## src/rtl/ext_unit_pipe_if.sv

```systemverilog
`default_nettype none
// ============================================================================
// Module      : ext_unit_pipe_if
// Description : Valid/ready bundle for the immediate extension pipe. Carries
//               the input-side immediate/mode handshake and the output-side
//               result handshake. The design uses the slave view; the
//               producer/consumer driving it uses the master view.
// Revision    : 1.0 - initial release
// ============================================================================
interface ext_unit_pipe_if #(
    parameter int IN_W  = 4,
    parameter int OUT_W = 8
);
    logic [IN_W-1:0]  in_data;
    logic [1:0]       in_mode;
    logic             in_valid;
    logic             in_ready;
    logic [OUT_W-1:0] out_data;
    logic             out_valid;
    logic             out_ready;

    // Producer of immediates and consumer of results
    modport master (
        output in_data,
        output in_mode,
        output in_valid,
        input  in_ready,
        input  out_data,
        input  out_valid,
        output out_ready
    );

    // The extension pipe itself
    modport slave (
        input  in_data,
        input  in_mode,
        input  in_valid,
        output in_ready,
        output out_data,
        output out_valid,
        input  out_ready
    );
endinterface
`default_nettype wire

```

## src/rtl/ext_unit_pipe.sv

```systemverilog
`default_nettype none
// ============================================================================
// Module      : ext_unit_pipe
// Description : Handshaked immediate extender between decode and the ALU
//               operand mux. Extends an IN_W-bit field to OUT_W bits in one
//               of four modes (zero, sign, sign-shift, upper) with one cycle
//               of latency. A 2-entry skid (output reg + skid reg) keeps full
//               throughput while in_ready stays a pure register output.
//               Optional transfer counter enabled by macro EXT_COUNT_EN.
// Revision    : 1.0 - initial release
// ============================================================================
module ext_unit_pipe #(
    parameter int IN_W  = 4,
    parameter int OUT_W = 8,
    parameter int SHIFT = 1
) (
    input  wire logic       clk,
    input  wire logic       rst,      // asynchronous, active-low
    ext_unit_pipe_if.slave  bus
`ifdef EXT_COUNT_EN
    ,
    output logic [15:0]     xfer_count
`endif
);

    // Occupancy encoding: bit0 = output register full, bit1 = skid full.
    // 2'b10 (skid without output) cannot be reached and decodes as EMPTY.
    typedef enum logic [1:0] {
        EMPTY = 2'b00,
        ONE   = 2'b01,
        FULL  = 2'b11
    } state_t;

    state_t           state;
    state_t           state_next;
    logic [OUT_W-1:0] o_data;
    logic [OUT_W-1:0] s_data;
    logic             in_ready_q;

    logic [OUT_W-1:0] ext_zero;
    logic [OUT_W-1:0] ext_sign;
    logic [OUT_W-1:0] ext_shift;
    logic [OUT_W-1:0] ext_upper;
    logic [OUT_W-1:0] ext_result;

    logic             accept;
    logic             xfer;
    logic             out_valid_int;
    logic             load_o_in;
    logic             load_o_skid;
    logic             load_s;

    // Extension modes computed on the incoming field before registering
    always_comb begin
        ext_zero  = OUT_W'(bus.in_data);
        ext_sign  = OUT_W'($signed(bus.in_data));
        ext_shift = ext_sign << SHIFT;
        ext_upper = ext_zero << (OUT_W - IN_W);
        case (bus.in_mode)
            2'd0:    ext_result = ext_zero;
            2'd1:    ext_result = ext_sign;
            2'd2:    ext_result = ext_shift;
            default: ext_result = ext_upper;
        endcase
    end

    assign out_valid_int = (state == ONE) || (state == FULL);
    assign accept        = bus.in_valid & in_ready_q;
    assign xfer          = out_valid_int & bus.out_ready;

    // Next occupancy and which register gets loaded from where
    always_comb begin
        state_next  = state;
        load_o_in   = 1'b0;
        load_o_skid = 1'b0;
        load_s      = 1'b0;
        case (state)
            ONE: begin
                if (accept && xfer) begin
                    load_o_in  = 1'b1;
                end else if (accept) begin
                    load_s     = 1'b1;
                    state_next = FULL;
                end else if (xfer) begin
                    state_next = EMPTY;
                end
            end
            FULL: begin
                // in_ready is low here, so only the drain can happen
                if (xfer) begin
                    load_o_skid = 1'b1;
                    state_next  = ONE;
                end
            end
            default: begin
                // EMPTY and the unreachable skid-only code
                if (accept) begin
                    load_o_in  = 1'b1;
                    state_next = ONE;
                end else begin
                    state_next = EMPTY;
                end
            end
        endcase
    end

    // Occupancy state and registered ready (low exactly when heading to FULL)
    always_ff @(posedge clk or negedge rst) begin
        if (!rst) begin
            state      <= EMPTY;
            in_ready_q <= 1'b0;
        end else begin
            state      <= state_next;
            in_ready_q <= (state_next != FULL);
        end
    end

    // Output and skid data registers
    always_ff @(posedge clk or negedge rst) begin
        if (!rst) begin
            o_data <= '0;
            s_data <= '0;
        end else begin
            if (load_o_in) begin
                o_data <= ext_result;
            end else if (load_o_skid) begin
                o_data <= s_data;
            end
            if (load_s) begin
                s_data <= ext_result;
            end
        end
    end

    assign bus.out_data  = o_data;
    assign bus.out_valid = out_valid_int;
    assign bus.in_ready  = in_ready_q;

`ifdef EXT_COUNT_EN
    // Count completed output transfers, wrapping naturally at 16 bits
    always_ff @(posedge clk or negedge rst) begin
        if (!rst) begin
            xfer_count <= 16'd0;
        end else if (xfer) begin
            xfer_count <= xfer_count + 16'd1;
        end
    end
`endif

endmodule
`default_nettype wire

```

## src/flat_wrapper.sv

```systemverilog
// flat-port wrapper written by rule: the top's interface ports become plain ports
module ext_unit_pipe_flat 
#(
    parameter int IN_W  = 4,
    parameter int OUT_W = 8,
    parameter int SHIFT = 1
)
  (clk, rst, bus_in_data, bus_in_mode, bus_in_valid, bus_in_ready, bus_out_data, bus_out_valid, bus_out_ready);
  ext_unit_pipe_if #(.IN_W(IN_W), .OUT_W(OUT_W)) bus_i ();
  input  wire logic clk;
  input  wire logic rst;
  input wire logic [$bits(bus_i.in_data)-1:0] bus_in_data;
  input wire logic [$bits(bus_i.in_mode)-1:0] bus_in_mode;
  input wire logic [$bits(bus_i.in_valid)-1:0] bus_in_valid;
  output wire logic [$bits(bus_i.in_ready)-1:0] bus_in_ready;
  output wire logic [$bits(bus_i.out_data)-1:0] bus_out_data;
  output wire logic [$bits(bus_i.out_valid)-1:0] bus_out_valid;
  input wire logic [$bits(bus_i.out_ready)-1:0] bus_out_ready;
  assign bus_i.in_data = bus_in_data;
  assign bus_i.in_mode = bus_in_mode;
  assign bus_i.in_valid = bus_in_valid;
  assign bus_in_ready = bus_i.in_ready;
  assign bus_out_data = bus_i.out_data;
  assign bus_out_valid = bus_i.out_valid;
  assign bus_i.out_ready = bus_out_ready;
  ext_unit_pipe #(.IN_W(IN_W), .OUT_W(OUT_W), .SHIFT(SHIFT)) u_core (.clk(clk), .rst(rst), .bus(bus_i));
endmodule
```

## config.mk

```make
export PLATFORM = sky130hd
export DESIGN_NAME = ext_unit_pipe_flat
export DESIGN_NICKNAME = d
export VERILOG_FILES = /design/src/rtl/ext_unit_pipe_if.sv /design/src/rtl/ext_unit_pipe.sv /design/src/flat_wrapper.sv
export SDC_FILE = /design/constraint.sdc
export NUM_CORES = 1
export LEC_CHECK = 0
export ABC_AREA = 1
export CAP_MARGIN = 15
export CORE_ASPECT_RATIO = 1.5
export CORE_UTILIZATION = 48
export DETAILED_ROUTE_END_ITERATION = 7
export PLACE_DENSITY = 0.82
export SYNTH_ARGS = -nofsm -noshare
export SYNTH_HDL_FRONTEND = slang
export SYNTH_SLANG_ARGS = --single-unit
```

## constraint.sdc

```tcl
create_clock -name clk -period 2.6 [get_ports clk]
set_input_delay 0.39 -clock clk [delete_from_list [all_inputs] [get_ports clk]]
set_output_delay 0.39 -clock clk [all_outputs]
set_load 0.02 [all_outputs]
```

==> results of run 1 <==
==> routing by layer <==
metal | up-vias | track usage [%] | wire, µm
met1 | 375 | 27.65 | 848
met4 | 0 | 7.389 | 36
met2 | 25 | 35.24 | 956
met3 | 7 | 2.335 | 64
met5 | - | 0 | 0
li1 | 439 | - | -
==> per-stage QoR <==
stage | hold WS [ps] | utilization [%] | setup WS, ps | instances
floorplan | 94.41 | - | 1333 | 129
global placement | 458.1 | 62.43 | 898.9 | 167
detailed placement | 461.2 | 62.43 | 821.5 | 167
CTS | 488.8 | 63.82 | 807.5 | 171
global route | 513.0 | 63.82 | 776.9 | 171
finish | 487.6 | 63.82 | 816.9 | 171
==> worst max-delay path by stage <==
stage                   startpoint                to  cells after the start
5_1_grt            u_core.state[0]     bus_out_valid                      1
2_1_floorplan  u_core.bus.in_ready  u_core.s_data[0]                      5
3_5_place_dp          bus_in_valid  u_core.s_data[7]                      6
6_report           u_core.state[0]     bus_out_valid                      1
3_3_place_gp          bus_in_valid  u_core.s_data[0]                      6
4_1_cts            u_core.state[0]     bus_out_valid                      1
==> power by group <==
part	leakage (nW)	switching, mW	internal, mW
Clock	0.0150	0.0935	0.0599
Sequential	0.230	0.0406	0.371
Combinational	0.373	0.173	0.134
Total	0.618	0.308	0.565
==> logic make-up after synthesis <==
kind of cell,after synthesis
AND/OR/NAND/NOR,85
AO/OA/AOI/OAI,10
buffers and inverters,15
flip-flops,19
==> cell usage after synthesis, drive strengths merged <==
cell,n
a21oi,1
buf,2
dfrtp,19
inv,13
nand2,65
nand3,9
nand3b,1
nor2,9
nor3,1
o21ai,9
==> registers in the layout, summed over array words and instances (netlist names) <==
signal               count
u_core.s_data            8
u_core.state             2
u_core.bus.out_data      8
u_core.bus.in_ready      1
==> layout make-up <==
cell class                      count  area (µm²)  area share, %
Sequential cell                    19       475.5          39.67
Multi-Input combinational cell     95       429.2          35.80
Clock buffer                        4       26.28          2.192
Timing Repair Buffer               19       190.2          15.87
Inverter                           13       51.30          4.280
Tap cell                           21       26.28          2.192
==> impl_metrics.py, run 1 <==
metrics = {
    "sta": {
        "setup_violations": 0,
        "rsz0062_at_grt": "no",
        "period_needed_ps": 1783,
        "slew_headroom_pct": 44.48,
        "tightest_slew_ps": 830.2,
        "hold_viol_final": 0,
        "period_share_pct": 68.58,
        "finClkSkew_ps": 3.397,
        "slew_violations": 0,
        "fin_setup_tns_ps": 0,
        "max_freq_mhz": 560.8,
    },
    "drt": {
        "drt-wirelength-per-cell_um": 11.13,
        "drc": 0,
        "drt_wl_total_um": 1904,
        "final_antenna_net_count": 0,
        "dr.pass1.iters": 4,
        "vias": 846,
        "viasPerCell": 4.947,
        "drt_iter0_drc": 27,
    },
    "grt": {
        "grt_pass1_vias": 826,
        "grt_antenna_before_repair": 0,
        "grt_pass1_wl_um": 3387,
        "grt_max_degree": 20,
        "grt_usage_pct": 21.18,
        "grt_overflow": 0,
    },
    "die": {
        "die_h_um": 57.12,
        "io_pins": 20,
        "fp-row-count": 19,
        "fp.dieArea_mm2": 0.002213,
        "die_w_um": 38.75,
        "initial_utilization_pct": 51.77,
        "core_mm2": 0.001878,
    },
    "cts": {
        "cts_sinks": 19,
        "insertion_delay_ps": 300,
        "cts-resized-gates": 0,
        "cts_max_level": 1,
        "cts_buffers": 3,
        "clkSlewWorstSetupHoldPaths_ps": 110,
        "clk_path_buf_depth": 2,
        "tritoncts": "built",
        "cts_root_buf": "clkbuf_4",
        "postCtsHoldBufs": 0,
        "postCtsSetupRepairBufs": 0,
    },
    "power_and_ir_drop": {
        "ir_drop_uv": 379.2,
        "finalPower_mw": 0.8728,
        "p_leak_nw": 0.6181,
        "p_per_area_mw_per_mm2": 728.1,
    },
    "yosys": {
        "synth-compound-area-share_pct": 5.920,
        "netlist.area_leader.share_pct": 48.91,
        "synthCells": 129,
        "synth_xor_area_share_pct": 0,
        "synth_top_family_by_area": "simple AND/OR/NAND/NOR gates",
        "synth_fp_nets": 139,
        "synth.cell_area_um2": 972.2,
        "synth_top_area_cell": "dfrtp_1",
        "yosysUniqueCellTypes": 16,
        "yosys.area_share.simple_pct": 38.22,
        "synth-seq-cells": 19,
        "ys_seq_area_share_pct": 48.91,
        "synth_area_leaders": "dfrtp_1 49%, nand2_1 23%, nand3_1 4.6%",
        "synth_adder_area_share_pct": 0,
        "synth.avg_cell_area_um2": 7.536,
        "synthMuxAreaShare_pct": 0,
        "ys_warn_count": 0,
    },
    "setup_path": {
        "worst_setup_path_end_kind": "primary output",
        "startpoint_type": "flip-flop",
        "path_delay_family": "buffers and inverters",
        "ff2ff_path_depth": 5,
        "slowest_stage": "clkdlybuf4s50_1",
        "path_class": "flip-flop to primary output",
        "cpPeakStageDelay_ps": 640,
        "reg2reg_from": "u_core.bus.in_ready",
        "r2r-end": "u_core.s_data[7]",
        "crit_fanout": 4,
        "reg2reg_slack_ps": 1330,
        "crit_required_ps": 2210,
        "cp_cell_sequence": "clkdlybuf4s50_1",
        "path_buf_inv": 1,
        "crit_arrival_ps": 1390,
    },
    "finish": {
        "final_common_cell": "nand2_1",
        "num-fill-cells": 185,
        "n_antenna_cell": 0,
        "final_area_mm2": 0.001199,
        "final_nets": 161,
        "layout_common_cells": "60 x nand2_1, 19 x clkdlybuf4s50_1, 19 x dfrtp_1",
        "area_delta_synth_final_pct": 23.29,
        "final_layout_size_suffix_gt1_share_pct": 8.667,
    },
    "placement": {
        "io_buffers": 19,
        "dp.final_hpwl_um": 1499,
        "gp_congestion": 0.8207,
        "dpl-instance-area_mm2": 0.001172,
    },
    "worst_hold_path": {
        "whs_path_depth": 2,
        "holdPathEnd": "u_core.bus.out_data[4]",
        "min-delay-start": "u_core.bus.out_data[4]",
        "hold_class": "flip-flop to flip-flop",
    },
    "status": {
        "outcome": "complete, no violations",
    },
    "flow_run": {
        "max-cap-violations": 0,
    },
}
Power figures use the tool's default switching activity.
==> run 2: changes to the inputs <==
==> constraint.sdc (replaced) <==
create_clock -name clk -period 1.65 [get_ports clk]
set_input_delay 0.2475 -clock clk [delete_from_list [all_inputs] [get_ports clk]]
set_output_delay 0.2475 -clock clk [all_outputs]
set_load 0.02 [all_outputs]
==> impl_metrics.py, run 2 (same netlist as run 1, synthesis figures left out) <==
metrics = {
    "setup_path": {
        "crit_arrival_ps": 1290,
        "cpPeakStageDelay_ps": 610,
        "crit_fanout": 2,
        "path_delay_family": "buffers and inverters",
        "crit_required_ps": 1400,
        "startpoint_type": "flip-flop",
        "worst_setup_path_end_kind": "primary output",
        "path_class": "flip-flop to primary output",
        "cp_cell_sequence": "clkdlybuf4s50_1",
        "slowest_stage": "clkdlybuf4s50_1",
        "path_buf_inv": 1,
    },
    "die": {
        "die_w_um": 38.75,
        "fp.dieArea_mm2": 0.002213,
        "die_h_um": 57.12,
        "initial_utilization_pct": 51.77,
        "core_mm2": 0.001878,
        "io_pins": 20,
        "fp-row-count": 19,
    },
    "cts": {
        "cts_sinks": 19,
        "insertion_delay_ps": 300,
        "clk_path_buf_depth": 2,
        "cts-resized-gates": 1,
        "tritoncts": "built",
        "postCtsSetupRepairBufs": 0,
        "postCtsHoldBufs": 0,
        "clkSlewWorstSetupHoldPaths_ps": 110,
        "cts_root_buf": "clkbuf_4",
        "cts_buffers": 3,
        "cts_max_level": 1,
    },
    "finish": {
        "final_layout_size_suffix_gt1_share_pct": 9.934,
        "final_nets": 162,
        "n_antenna_cell": 0,
        "area_delta_synth_final_pct": 24.07,
        "seqCellArea_um2": 475.5,
        "num-fill-cells": 183,
        "layout_common_cells": "60 x nand2_1, 19 x dfrtp_1, 18 x clkdlybuf4s50_1",
        "multi_input_area_um2": 429.2,
        "final_common_cell": "nand2_1",
        "final_area_mm2": 0.001206,
        "final_core_util_pct": 64.22,
    },
    "drt": {
        "drt-wirelength-per-cell_um": 10.95,
        "drt_iter0_drc": 11,
        "dr.pass1.iters": 4,
        "drt_wl_total_um": 1884,
        "viasPerCell": 4.942,
        "final_antenna_net_count": 0,
        "drc": 0,
        "vias": 850,
    },
    "sta": {
        "period_share_pct": 93.13,
        "hold_viol_final": 0,
        "finClkSkew_ps": 6.486,
        "max_freq_mhz": 650.8,
        "slew_headroom_pct": 74.39,
        "rsz0062_at_grt": "no",
        "fin_ws_ps": 113.4,
        "period_needed_ps": 1537,
        "tightest_slew_ps": 382.9,
        "setup_violations": 0,
        "fin_setup_tns_ps": 0,
        "slew_violations": 0,
        "hold_ws_ps": 261.3,
    },
    "grt": {
        "grt_max_degree": 20,
        "grt_overflow": 0,
        "grt_pass1_wl_um": 3374,
        "grt_antenna_before_repair": 0,
        "grt_usage_pct": 21.49,
        "grt_pass1_vias": 801,
    },
    "power_and_ir_drop": {
        "p_leak_nw": 0.6259,
        "ir_drop_uv": 562.3,
        "p_per_area_mw_per_mm2": 1138,
    },
    "status": {
        "outcome": "complete, no violations",
    },
    "placement": {
        "dpl-instance-area_mm2": 0.001180,
        "io_buffers": 19,
        "dp.final_hpwl_um": 1442,
        "gp_congestion": 0.8046,
        "post-place-ws_ps": 47.68,
    },
    "flow_run": {
        "max-cap-violations": 0,
    },
    "worst_hold_path": {
        "hold_class": "input port to async pin",
    },
}
==> run 2: changes by cell type in the layout (fill, tap and decap cells not counted) <==
cell	previous run	this run
clkinv_2	0	1
clkbuf_1	1	0
clkdlybuf4s50_1	19	18
buf_4	0	1
dlygate4sd2_1	0	1
==> run 2: through the flow <==
stage	cells	power, mW
detailed placement	168	1.148
global placement	168	1.128
CTS	172	1.386
global route	172	1.474
floorplan	129	0.9427
finish	172	1.373
==> run 2: final cells by class <==
| class | count | share of cell area, % |
|---|---|---|
| clock inverter | 1 | 0.4149 |
| sequential | 19 | 39.42 |
| multi-input combinational | 95 | 35.58 |
| inverter | 13 | 4.253 |
| clock buffer | 3 | 1.867 |
| tap | 21 | 2.178 |
| timing repair buffer | 20 | 16.29 |
==> run 2: path summary, 6_finish.rpt <==
check                                          from                to  slack (ps)  cells past startpoint
worst max-delay path            u_core.bus.in_ready      bus_in_ready         110                      1
min in group clk                   u_core.s_data[5]  u_core.s_data[5]         480                      2
worst min register to register     u_core.s_data[5]  u_core.s_data[5]         480                      2
worst min-delay path                            rst   u_core.state[0]         260                      2
max in group asynchronous                       rst  u_core.s_data[0]        1190                      2
worst max register to register      u_core.state[0]  u_core.s_data[0]         370                      5
==> run 2: power breakdown <==
group	total (mW)	switching, mW	internal (mW)
logic	0.483	0.273	0.210
registers	0.650	0.0653	0.585
clock network	0.240	0.149	0.0905
==> run 2: routing by layer <==
layer | up-vias | share of wire (%) | wire length, µm | GRT usage, %
li1 | 439 | - | - | -
met3 | 5 | 3.8 | 71 | 3.502
met5 | - | 0 | 0 | 0
met1 | 379 | 42 | 796 | 27.39
met4 | 0 | 2.3 | 44 | 10.34
met2 | 27 | 52 | 972 | 34.29
